$ cat config.mk
export PLATFORM = sky130hd
export DESIGN_NAME = mips_dmem_mmio_flat
export DESIGN_NICKNAME = d
export VERILOG_FILES = /design/src/rtl/mips_dmem_mmio_pkg.sv /design/src/rtl/mips_dmem_mmio_if.sv /design/src/rtl/mips_dmem_mmio_timer.sv /design/src/rtl/mips_dmem_mmio.sv /design/src/flat_wrapper.sv
export SDC_FILE = /design/constraint.sdc
export NUM_CORES = 2
export LEC_CHECK = 0
export BUFFER_PORTS_ARGS = -buffer_cell sky130_fd_sc_hd__buf_2
export CORE_ASPECT_RATIO = 1.5
export CORE_MARGIN = 4
export CORE_UTILIZATION = 40
export CTS_CLUSTER_SIZE = 8
export DETAILED_ROUTE_END_ITERATION = 10
export SLEW_MARGIN = 25
export SYNTH_ARGS = -nofsm -noshare
export SYNTH_HDL_FRONTEND = slang
export SYNTH_HIERARCHICAL = 1
export SYNTH_SLANG_ARGS = --single-unit
export TNS_END_PERCENT = 30
$ cat constraint.sdc
create_clock -name clk -period 10.9 [get_ports clk]
set_input_delay 2.725 -clock clk [delete_from_list [all_inputs] [get_ports clk]]
set_output_delay 2.725 -clock clk [all_outputs]
set_load 0.005 [all_outputs]
$ cat src/rtl/mips_dmem_mmio_pkg.sv
// Shared definitions for the MIPS data-side responder: MMIO register offsets,
// CTRL/STATUS bit layout, timer state encoding and the default MMIO page.
package mips_dmem_mmio_pkg;

  // Default value of memaddr[31:16] that selects the MMIO page.
  localparam logic [15:0] MMIO_PAGE_DEFAULT = 16'hFFFF;

  // Word-aligned register offsets within the MMIO page.
  localparam logic [7:0] MMIO_OFF_CYCLE  = 8'h00;
  localparam logic [7:0] MMIO_OFF_LOAD   = 8'h04;
  localparam logic [7:0] MMIO_OFF_CTRL   = 8'h08;
  localparam logic [7:0] MMIO_OFF_COUNT  = 8'h0C;
  localparam logic [7:0] MMIO_OFF_STATUS = 8'h10;
  localparam logic [7:0] MMIO_OFF_GPIO   = 8'h14;

  // STATUS bit positions.
  localparam int STATUS_EXPIRED_BIT = 0;

  // Timer FSM encoding, kept as plain constants so the state register is a
  // bare logic vector.
  localparam logic [0:0] TMR_IDLE = 1'b0;
  localparam logic [0:0] TMR_RUN  = 1'b1;

  // CTRL register layout: b0 enable, b1 autoreload, b2 irq_en.
  typedef struct packed {
    logic irq_en;
    logic autoreload;
    logic enable;
  } ctrl_t;

endpackage

$ cat src/rtl/mips_dmem_mmio_if.sv
// Data-port bus between the single-cycle core and its data-side responder.
// Read data is combinational from the address, so no handshake is needed.
interface mips_dmem_mmio_if;

  logic        memwrite;
  logic [31:0] memaddr;
  logic [31:0] memwritedata;
  logic [31:0] memreaddata;

  // Core side.
  modport master (
    output memwrite,
    output memaddr,
    output memwritedata,
    input  memreaddata
  );

  // Memory / MMIO side.
  modport slave (
    input  memwrite,
    input  memaddr,
    input  memwritedata,
    output memreaddata
  );

endinterface

$ cat src/rtl/mips_dmem_mmio_timer.sv
// Down-counting timer: LOAD, CTRL, COUNT and STATUS registers plus the
// IDLE/RUN sequencer that reloads, counts down and flags expiry.
module mips_dmem_mmio_timer
  import mips_dmem_mmio_pkg::*;
(
  input  logic        clk,
  input  logic        reset,
  input  logic        load_we_i,
  input  logic        ctrl_we_i,
  input  logic        status_we_i,
  input  logic [31:0] wdata_i,
  output logic [31:0] load_o,
  output ctrl_t       ctrl_o,
  output logic [31:0] count_o,
  output logic        expired_o
);

  logic [31:0] load_q,    load_d;
  ctrl_t       ctrl_q,    ctrl_d;
  logic [31:0] count_q,   count_d;
  logic        expired_q, expired_d;
  logic [0:0]  state_q,   state_d;
  ctrl_t       wr_ctrl;

  assign wr_ctrl = ctrl_t'(wdata_i[2:0]);

  // Next-state for all timer registers: software writes first, then the FSM,
  // so an expiry on the same edge as a STATUS clear leaves expired set.
  always_comb begin
    // NOTE: every signal assigned here gets a default first; a path that leaves
    // one unassigned would otherwise infer a latch.
    load_d    = load_q;
    ctrl_d    = ctrl_q;
    count_d   = count_q;
    expired_d = expired_q;
    state_d   = state_q;

    if (load_we_i) load_d = wdata_i;
    if (status_we_i && wdata_i[STATUS_EXPIRED_BIT]) expired_d = 1'b0;

    case (state_q)
      TMR_IDLE: begin
        if (ctrl_we_i) begin
          ctrl_d = wr_ctrl;
          if (wr_ctrl.enable) begin
            count_d = load_q;
            state_d = TMR_RUN;
          end
        end
      end
      TMR_RUN: begin
        if (ctrl_we_i && !wr_ctrl.enable) begin
          // Software stop: COUNT freezes and this edge never expires.
          ctrl_d  = wr_ctrl;
          state_d = TMR_IDLE;
        end else begin
          // Re-enabling while running does not restart; only modes change.
          if (ctrl_we_i) begin
            ctrl_d.autoreload = wr_ctrl.autoreload;
            ctrl_d.irq_en     = wr_ctrl.irq_en;
          end
          if (count_q != 32'd0) begin
            count_d = count_q - 32'd1;
          end else begin
            expired_d = 1'b1;
            if (ctrl_q.autoreload) begin
              count_d = load_q;
            end else begin
              ctrl_d.enable = 1'b0;
              state_d       = TMR_IDLE;
            end
          end
        end
      end
    endcase
  end

  // Register update with synchronous reset that aborts any run.
  always_ff @(posedge clk) begin
    // NOTE: state registers use non-blocking assignments so every flop samples
    // the pre-edge values regardless of statement order.
    if (reset) begin
      load_q    <= 32'd0;
      ctrl_q    <= '0;
      count_q   <= 32'd0;
      expired_q <= 1'b0;
      state_q   <= TMR_IDLE;
    end else begin
      load_q    <= load_d;
      ctrl_q    <= ctrl_d;
      count_q   <= count_d;
      expired_q <= expired_d;
      state_q   <= state_d;
    end
  end

  assign load_o    = load_q;
  assign ctrl_o    = ctrl_q;
  assign count_o   = count_q;
  assign expired_o = expired_q;

endmodule

$ cat src/rtl/mips_dmem_mmio.sv
// Data-side responder for the single-cycle MIPS core: decodes each access to
// the word RAM or the MMIO page (cycle counter, timer, GPIO) and returns read
// data combinationally in the same cycle.
module mips_dmem_mmio
  import mips_dmem_mmio_pkg::*;
#(
  parameter int          RAM_WORDS = 64,
  parameter logic [15:0] MMIO_PAGE = MMIO_PAGE_DEFAULT
) (
  input  logic                   clk,
  input  logic                   reset,
  mips_dmem_mmio_if.slave        bus,
  output logic                   timer_irq,
  output logic [7:0]             gpio_out
);

  localparam int AW = $clog2(RAM_WORDS);

  logic [31:0]   ram_q [RAM_WORDS];
  logic [31:0]   cycle_q;
  logic [7:0]    gpio_q;

  logic          is_mmio;
  logic [7:0]    mmio_off;
  logic [AW-1:0] ram_idx;
  logic          mmio_we;
  logic          ram_we;

  logic [31:0]   tmr_load;
  ctrl_t         tmr_ctrl;
  logic [31:0]   tmr_count;
  logic          tmr_expired;

  logic          unused_addr_bits;

  // Address decode; the RAM index drops upper bits so RAM aliases modulo depth.
  assign is_mmio  = (bus.memaddr[31:16] == MMIO_PAGE);
  assign mmio_off = {bus.memaddr[7:2], 2'b00};
  assign ram_idx  = bus.memaddr[AW+1:2];
  assign mmio_we  = bus.memwrite && is_mmio;
  assign ram_we   = bus.memwrite && !is_mmio;

  assign unused_addr_bits = ^{bus.memaddr[15:8], bus.memaddr[1:0]};

  // Word RAM write port.
  always_ff @(posedge clk) begin
    // NOTE: the RAM array is deliberately left out of reset so it maps onto
    // plain memory and keeps its contents across a core reset.
    if (ram_we) ram_q[ram_idx] <= bus.memwritedata;
  end

  // Free-running cycle counter (read-only) and GPIO output register.
  always_ff @(posedge clk) begin
    if (reset) begin
      cycle_q <= 32'd0;
      gpio_q  <= 8'd0;
    end else begin
      cycle_q <= cycle_q + 32'd1;
      if (mmio_we && mmio_off == MMIO_OFF_GPIO) gpio_q <= bus.memwritedata[7:0];
    end
  end

  mips_dmem_mmio_timer u_timer (
    .clk         (clk),
    .reset       (reset),
    .load_we_i   (mmio_we && mmio_off == MMIO_OFF_LOAD),
    .ctrl_we_i   (mmio_we && mmio_off == MMIO_OFF_CTRL),
    .status_we_i (mmio_we && mmio_off == MMIO_OFF_STATUS),
    .wdata_i     (bus.memwritedata),
    .load_o      (tmr_load),
    .ctrl_o      (tmr_ctrl),
    .count_o     (tmr_count),
    .expired_o   (tmr_expired)
  );

  // Same-cycle read mux; unmapped MMIO offsets read zero.
  always_comb begin
    bus.memreaddata = 32'd0;
    if (is_mmio) begin
      case (mmio_off)
        MMIO_OFF_CYCLE:  bus.memreaddata = cycle_q;
        MMIO_OFF_LOAD:   bus.memreaddata = tmr_load;
        MMIO_OFF_CTRL:   bus.memreaddata = {29'd0, tmr_ctrl};
        MMIO_OFF_COUNT:  bus.memreaddata = tmr_count;
        MMIO_OFF_STATUS: bus.memreaddata = {31'd0, tmr_expired};
        MMIO_OFF_GPIO:   bus.memreaddata = {24'd0, gpio_q};
        default:         bus.memreaddata = 32'd0;
      endcase
    end else begin
      bus.memreaddata = ram_q[ram_idx];
    end
  end

  assign timer_irq = tmr_expired & tmr_ctrl.irq_en;
  assign gpio_out  = gpio_q;

endmodule

$ cat src/flat_wrapper.sv
// flat-port wrapper written by rule: the top's interface ports become plain ports
module mips_dmem_mmio_flat import mips_dmem_mmio_pkg::*;
#(
  parameter int          RAM_WORDS = 64,
  parameter logic [15:0] MMIO_PAGE = MMIO_PAGE_DEFAULT
)
  (clk, reset, timer_irq, gpio_out, bus_memwrite, bus_memaddr, bus_memwritedata, bus_memreaddata);
  mips_dmem_mmio_if bus_i ();
  input  logic clk;
  input  logic reset;
  output logic timer_irq;
  output logic [7:0] gpio_out;
  input wire logic [$bits(bus_i.memwrite)-1:0] bus_memwrite;
  input wire logic [$bits(bus_i.memaddr)-1:0] bus_memaddr;
  input wire logic [$bits(bus_i.memwritedata)-1:0] bus_memwritedata;
  output wire logic [$bits(bus_i.memreaddata)-1:0] bus_memreaddata;
  assign bus_i.memwrite = bus_memwrite;
  assign bus_i.memaddr = bus_memaddr;
  assign bus_i.memwritedata = bus_memwritedata;
  assign bus_memreaddata = bus_i.memreaddata;
  mips_dmem_mmio #(.RAM_WORDS(RAM_WORDS), .MMIO_PAGE(MMIO_PAGE)) u_core (.clk(clk), .reset(reset), .bus(bus_i), .timer_irq(timer_irq), .gpio_out(gpio_out));
endmodule
# Yosys cells after proc, flatten, opt, wreduce, memory -nomap -nowiden
# Memory sizes are Yosys's and may differ from the RTL's.
# Index checks and enable logic that the tools add are counted.
[classes]
reduce_logical = 15
eq_ne = 13
add_sub_neg = 2
bitwise = 2
n_mux = 26
[ops]
columns = ["cell", "count"]
rows = [
  ["$mux W32", 6],
  ["$pmux W32 S6", 1],
  ["$pmux W32 S2", 1],
  ["$add A32 B1 Y32 const B", 1],
  ["$reduce_bool A32 Y1", 1],
  ["$sub A32 B1 Y32 const B", 1],
  ["$eq A16 B16 Y1 const B", 1],
  ["$mux W1", 13],
  ["$eq A6 B2 Y1 const B", 2],
  ["$eq A6 B3 Y1 const B", 2],
  ["$ne A3 B2 Y1 const B", 3],
  ["$logic_and A1 B1 Y1", 8],
  ["$logic_not A8 Y1", 1],
  ["$eq A6 B1 Y1 const B", 1],
  ["$mux W3", 2],
  ["$ne A2 B2 Y1 const B", 3],
  ["$pmux W3 S2", 1],
  ["$reduce_and A4 Y1", 1],
  ["$ne A3 B3 Y1 const B", 1],
  ["$reduce_and A3 Y1", 1],
  ["$logic_not A1 Y1", 2],
  ["$mux W2", 1],
  ["$pmux W1 S2", 1],
  ["$reduce_and A2 Y1", 1],
  ["2 further kinds", 2],
]
[totals]
reg_bits = 109
output_inout_bits = 41
ram_bits = 2048
wordCells = 68
n_memories = 1
inputBits = 67
[mem_list]
columns = ["name", "depth", "word_bits", "rd", "rd_ports_with_merged_regs", "write_ports", "line_no", "text"]
rows = [
  ["u_core.ram_q", 64, 32, 1, 0, 1, "mips_dmem_mmio.sv:19", "logic [31:0] ram_q [RAM_WORDS];"],
]

# Logic depth before layout (Yosys ltp)
[depth]
ltp_word = 8
mapped_depth = 14
ltp_nobuf = 10

# Modules after synthesis
# Netlist, hierarchy kept.
[modules_own_cells]
columns = ["module", "instances", "area_each_um2", "cells_per_inst", "seq_area_each_um2"]
rows = [
  ["mips_dmem_mmio", 1, 80591.0, 3633, 62299.8],
  ["mips_dmem_mmio_timer", 1, 3428.3, 418, 1381.3],
]

# Worst setup path before layout
# Ideal clock, no wire load.
[synth_timing]
kind = "in2out"
startpoint = "in bus_memaddr[2]"
endpoint = "out bus_memreaddata[16]"
arrival_time_ns = 4.612
stages = 10
n_path_buf = 5
setup_slack_ns = 3.563
required_ns = 8.175
path_cell_list = "buf_6 > buf_6 > buf_6 > buf_2 > buf_4 > mux4_2 > a22oi_1 > nand2_1 > a2bb2oi_1 > nand3_1"
[synth_via]
elab_chain_len = 3
elab_cells_between_ends = 9
classes_between = "eq/ne (5); mux (2); reduce/logical (1); memory (1)"
[synth_lines]
columns = ["element", "line_no", "text"]
rows = [
  ["start: declaration", "flat_wrapper.sv:14", "input wire logic [$bits(bus_i.memaddr)-1:0] bus_memaddr;"],
  ["parallel branches: the longest is 2 deep, another holds $mem_v2 Z64 W32", "--", ""],
  ["$mux W32 *", "mips_dmem_mmio.sv:79", "if (is_mmio) begin"],
  ["end: declaration", "flat_wrapper.sv:16", "output wire logic [$bits(bus_i.memreaddata)-1:0] bus_memreaddata;"],
]
# Every way passes the cells marked *.

# Worst setup path after layout
[layout_timing]
startpoint = "in bus_memaddr[4]"
endpoint = "out bus_memreaddata[3]"
# The elaborated chain is that of the path after synthesis.

==> run summary <==
GRT Residual Overflow: 0
root buf cell: clkbuf_16
Worst EP arrival: 6590 ps
R2R setup slack: 7590 ps
unrepaired setup endpoints after global routing: no
critical path type: in2out
layout cells sized above 1: 27.98%
via count: 43870
H-tree depth: 5
Detail Placement HPWL: 137200 µm
# DRC: 0
R2R depth: 7
Die Area: 0.2176 mm²
Fin Clk Skew: 16.94 ps
most common cell after layout, fill and taps aside: edfxtp_1
syn_nets: 4121
largest net degree at the start of global routing: 95
setup bufs post-CTS: 0
Max-Cap Viols: 0
most frequent cells in the layout: 2048 x edfxtp_1, 516 x mux4_2, 318 x clkbuf_16
min cycle time layout: 9313 ps
Worst path slowest cell: buf_4
GRT Util Overall: 21.86%
vias in the first global route: 44760
mean post-synth cell area: 20.74 µm²
max incr delay on CP: 840 ps
Seq cells post-synth: 2157
number of synthesized flops with an enable pin: 2048
Worst Setup Start Kind: primary input
Primary FF master, synth: edfxtp_1
gpl congestion: 0.9188
Core ar.: 0.2085 mm²
Routed WL: 241200 µm
PD cells: 189.8 mW/mm²
Die Wd: 382.2 µm
Final TNS setup: 0 ps
Vias/cell: 6.057
Num CTS Buffers: 311
clock sink total: 2157
first-pass GRT wire length: 339000 µm
Fillers: 17040
NumNets Final: 4462
starting density of the core: 40.29%
Die Span Y: 569.3 µm
Clock Path Buffers: 4
Yosys Warn Count: 6
run status: completed
Clock Latency Late Sink: 810 ps
reg2reg start: u_core/u_timer/count_o[27]
Crit. Startpoint: bus_memaddr[4]
critical-path cell list: buf_8 > buf_4 > buf_4 > mux4_2 > a22oi_1 > a21oi_1 > o21ai_1 > nand3_1 > buf_2
post-synthesis cell count: 4051
crit-path max FO: 63
Port Buf Inserts: 97
Critical Path RT: 8180 ps
fin. max-slew vios: 0
Rel. slew slack: 28.08%
PostCTS Resize Cnt: 0
asr flop ratio synth: 0%
# setup viols final: 0
First-pass DRT Iterations: 11
Avg WL per Cell: 33.30 µm
CTS Hold Bufs: 0
terminus of the critical flop-to-flop path: u_core/u_timer/count_o[30]
Hold Crit Depth: 1
Min-Delay Path Class: reg2reg
Peak VDD IR: 0.1183 mV
sequential-to-total area share from yosys stat: 75.79%
Final period util: 85.44%
Critical Path End: bus_memreaddata[3]
Worst-Margin Slew: 1079 ps
initial antenna violation count: 23
P&R area growth vs syn: 15.45%
row count: 205
Hold Fails Final Rpt: 0
number of DRC markers in iteration 0: 5383
Synth cell types: 78
Top-Level Pins: 108
post-route ant nets: 0
Critical Path End Type: output port
Worst-path clk slew: 50 ps
final total power: 18.42 mW
fmax: 107.4 MHz
CTS tree: built
Critical Path Most Common Cell: buf_4
Static Leakage: 30.47 nW
synthesized area: 0.08402 mm²
==> metal layers <==
layer  share of wire [%]  vias to the layer above  wire length (µm)  GRT usage (%)
met5              0.0079                        -                19              0
met3                 7.9                      532             19090          3.676
met2                  51                     2212            123600          37.63
met4                 5.1                        4             12260          10.21
li1                    -                    17630                 -              -
met1                  36                    23500             86260          27.02
==> worst min path at each step <==
stage / start / end / slack, ps
final: u_core/cycle_q[0] / u_core/cycle_q[0] / 510
after global routing: u_core/cycle_q[0] / u_core/cycle_q[0] / 510
after CTS: u_core/u_timer/count_o[1] / u_core/u_timer/count_o[1] / 500
after detailed placement: u_core/cycle_q[0] / u_core/cycle_q[0] / 490
after global placement: u_core/cycle_q[0] / u_core/cycle_q[0] / 480
after floorplan: u_core/cycle_q[0] / u_core/cycle_q[0] / 440
==> through the flow <==
step / setup WS [ps] / hold slack [ps] / utilization [%] / cells / instance area (µm²)
6_report: 1587 / 506.0 / 46.52 / 7243 / 97000
5_1_grt: 1484 / 511.3 / 46.51 / 7238 / 96990
4_1_cts: 1649 / 502.6 / 46.50 / 7231 / 96960
3_5_place_dp: 1640 / 490.6 / 42.56 / 6871 / 88750
3_3_place_gp: 1604 / 480.0 / 42.53 / 6869 / 88680
2_1_floorplan: 3563 / 441.1 / - / 4051 / 84020
==> Yosys cell counts (14+ instances only) <==
| cell | instances | area [µm²] |
|---|---|---|
| buf_1 | 24 | 90.09 |
| nand2_1 | 106 | 397.9 |
| nand3_1 | 52 | 260.3 |
| a22oi_1 | 105 | 788.3 |
| clkbuf_1 | 85 | 319.1 |
| o21ai_0 | 24 | 120.1 |
| a221oi_1 | 25 | 219.0 |
| a21oi_1 | 112 | 560.5 |
| nor2b_1 | 23 | 143.9 |
| buf_4 | 25 | 187.7 |
| mux4_2 | 516 | 11620 |
| edfxtp_1 | 2048 | 61500 |
| nand4_1 | 26 | 162.7 |
| nor3_1 | 20 | 100.1 |
| buf_2 | 80 | 400.4 |
| nor4_1 | 16 | 100.1 |
| a222oi_1 | 24 | 240.2 |
| buf_6 | 18 | 202.7 |
| mux2i_1 | 104 | 1041 |
| o22ai_1 | 14 | 87.58 |
| nor2_1 | 179 | 671.9 |
| mux2_2 | 32 | 360.4 |
| o32ai_1 | 19 | 166.4 |
| a22o_1 | 33 | 289.0 |
| dfxtp_1 | 109 | 2182 |
| inv_1 | 28 | 105.1 |
==> flip-flops by register name, summed over array words and instances (netlist names) <==
name	flops
u_core/cycle_q	32
u_core/gpio_out	8
u_core/ram_q	2048
u_core/u_timer/count_o	32
u_core/u_timer/ctrl_o	3
u_core/u_timer/expired_o	1
u_core/u_timer/load_o	32
u_core/u_timer/state_q	1
==> final cells by class <==
class | instances | area [µm²] | share of cell area (%)
diodes | 10 | 25.02 | 0.02580
clock buffers | 349 | 8074 | 8.323
clock inverters | 11 | 140.1 | 0.1445
inverters | 29 | 108.9 | 0.1122
multi-input cells | 1632 | 19600 | 20.20
flip-flops and latches | 2157 | 63680 | 65.65
well taps | 2794 | 3496 | 3.604
repair buffers | 261 | 1883 | 1.941
==> power breakdown <==
part | internal [mW] | switching [mW]
Sequential | 9.14 | 0.0130
Combinational | 0.299 | 0.570
Clock | 5.14 | 3.25
==> logic make-up (layout without fill, tap and decap cells) <==
group           Yosys count  after routing  share of synthesized area, %
buf+inv                 262            650                         1.576
flops                  2157           2157                         75.79
mux                     653            653                         15.51
simple gates            506            506                         2.966
other cells               0             10                             0
fa+ha+maj                 3              3                       0.04468
compound gates          448            448                         3.878
xor+xnor                 22             22                        0.2293
==> worst max-delay path, delay by kind of cell <==
family                 cells  cell delay (ps)
AND/OR/NAND/NOR            1              300
buffers and inverters      4             2020
AO/OA/AOI/OAI              3              930
multiplexers               1              430
(Power assumes the default switching activity.)
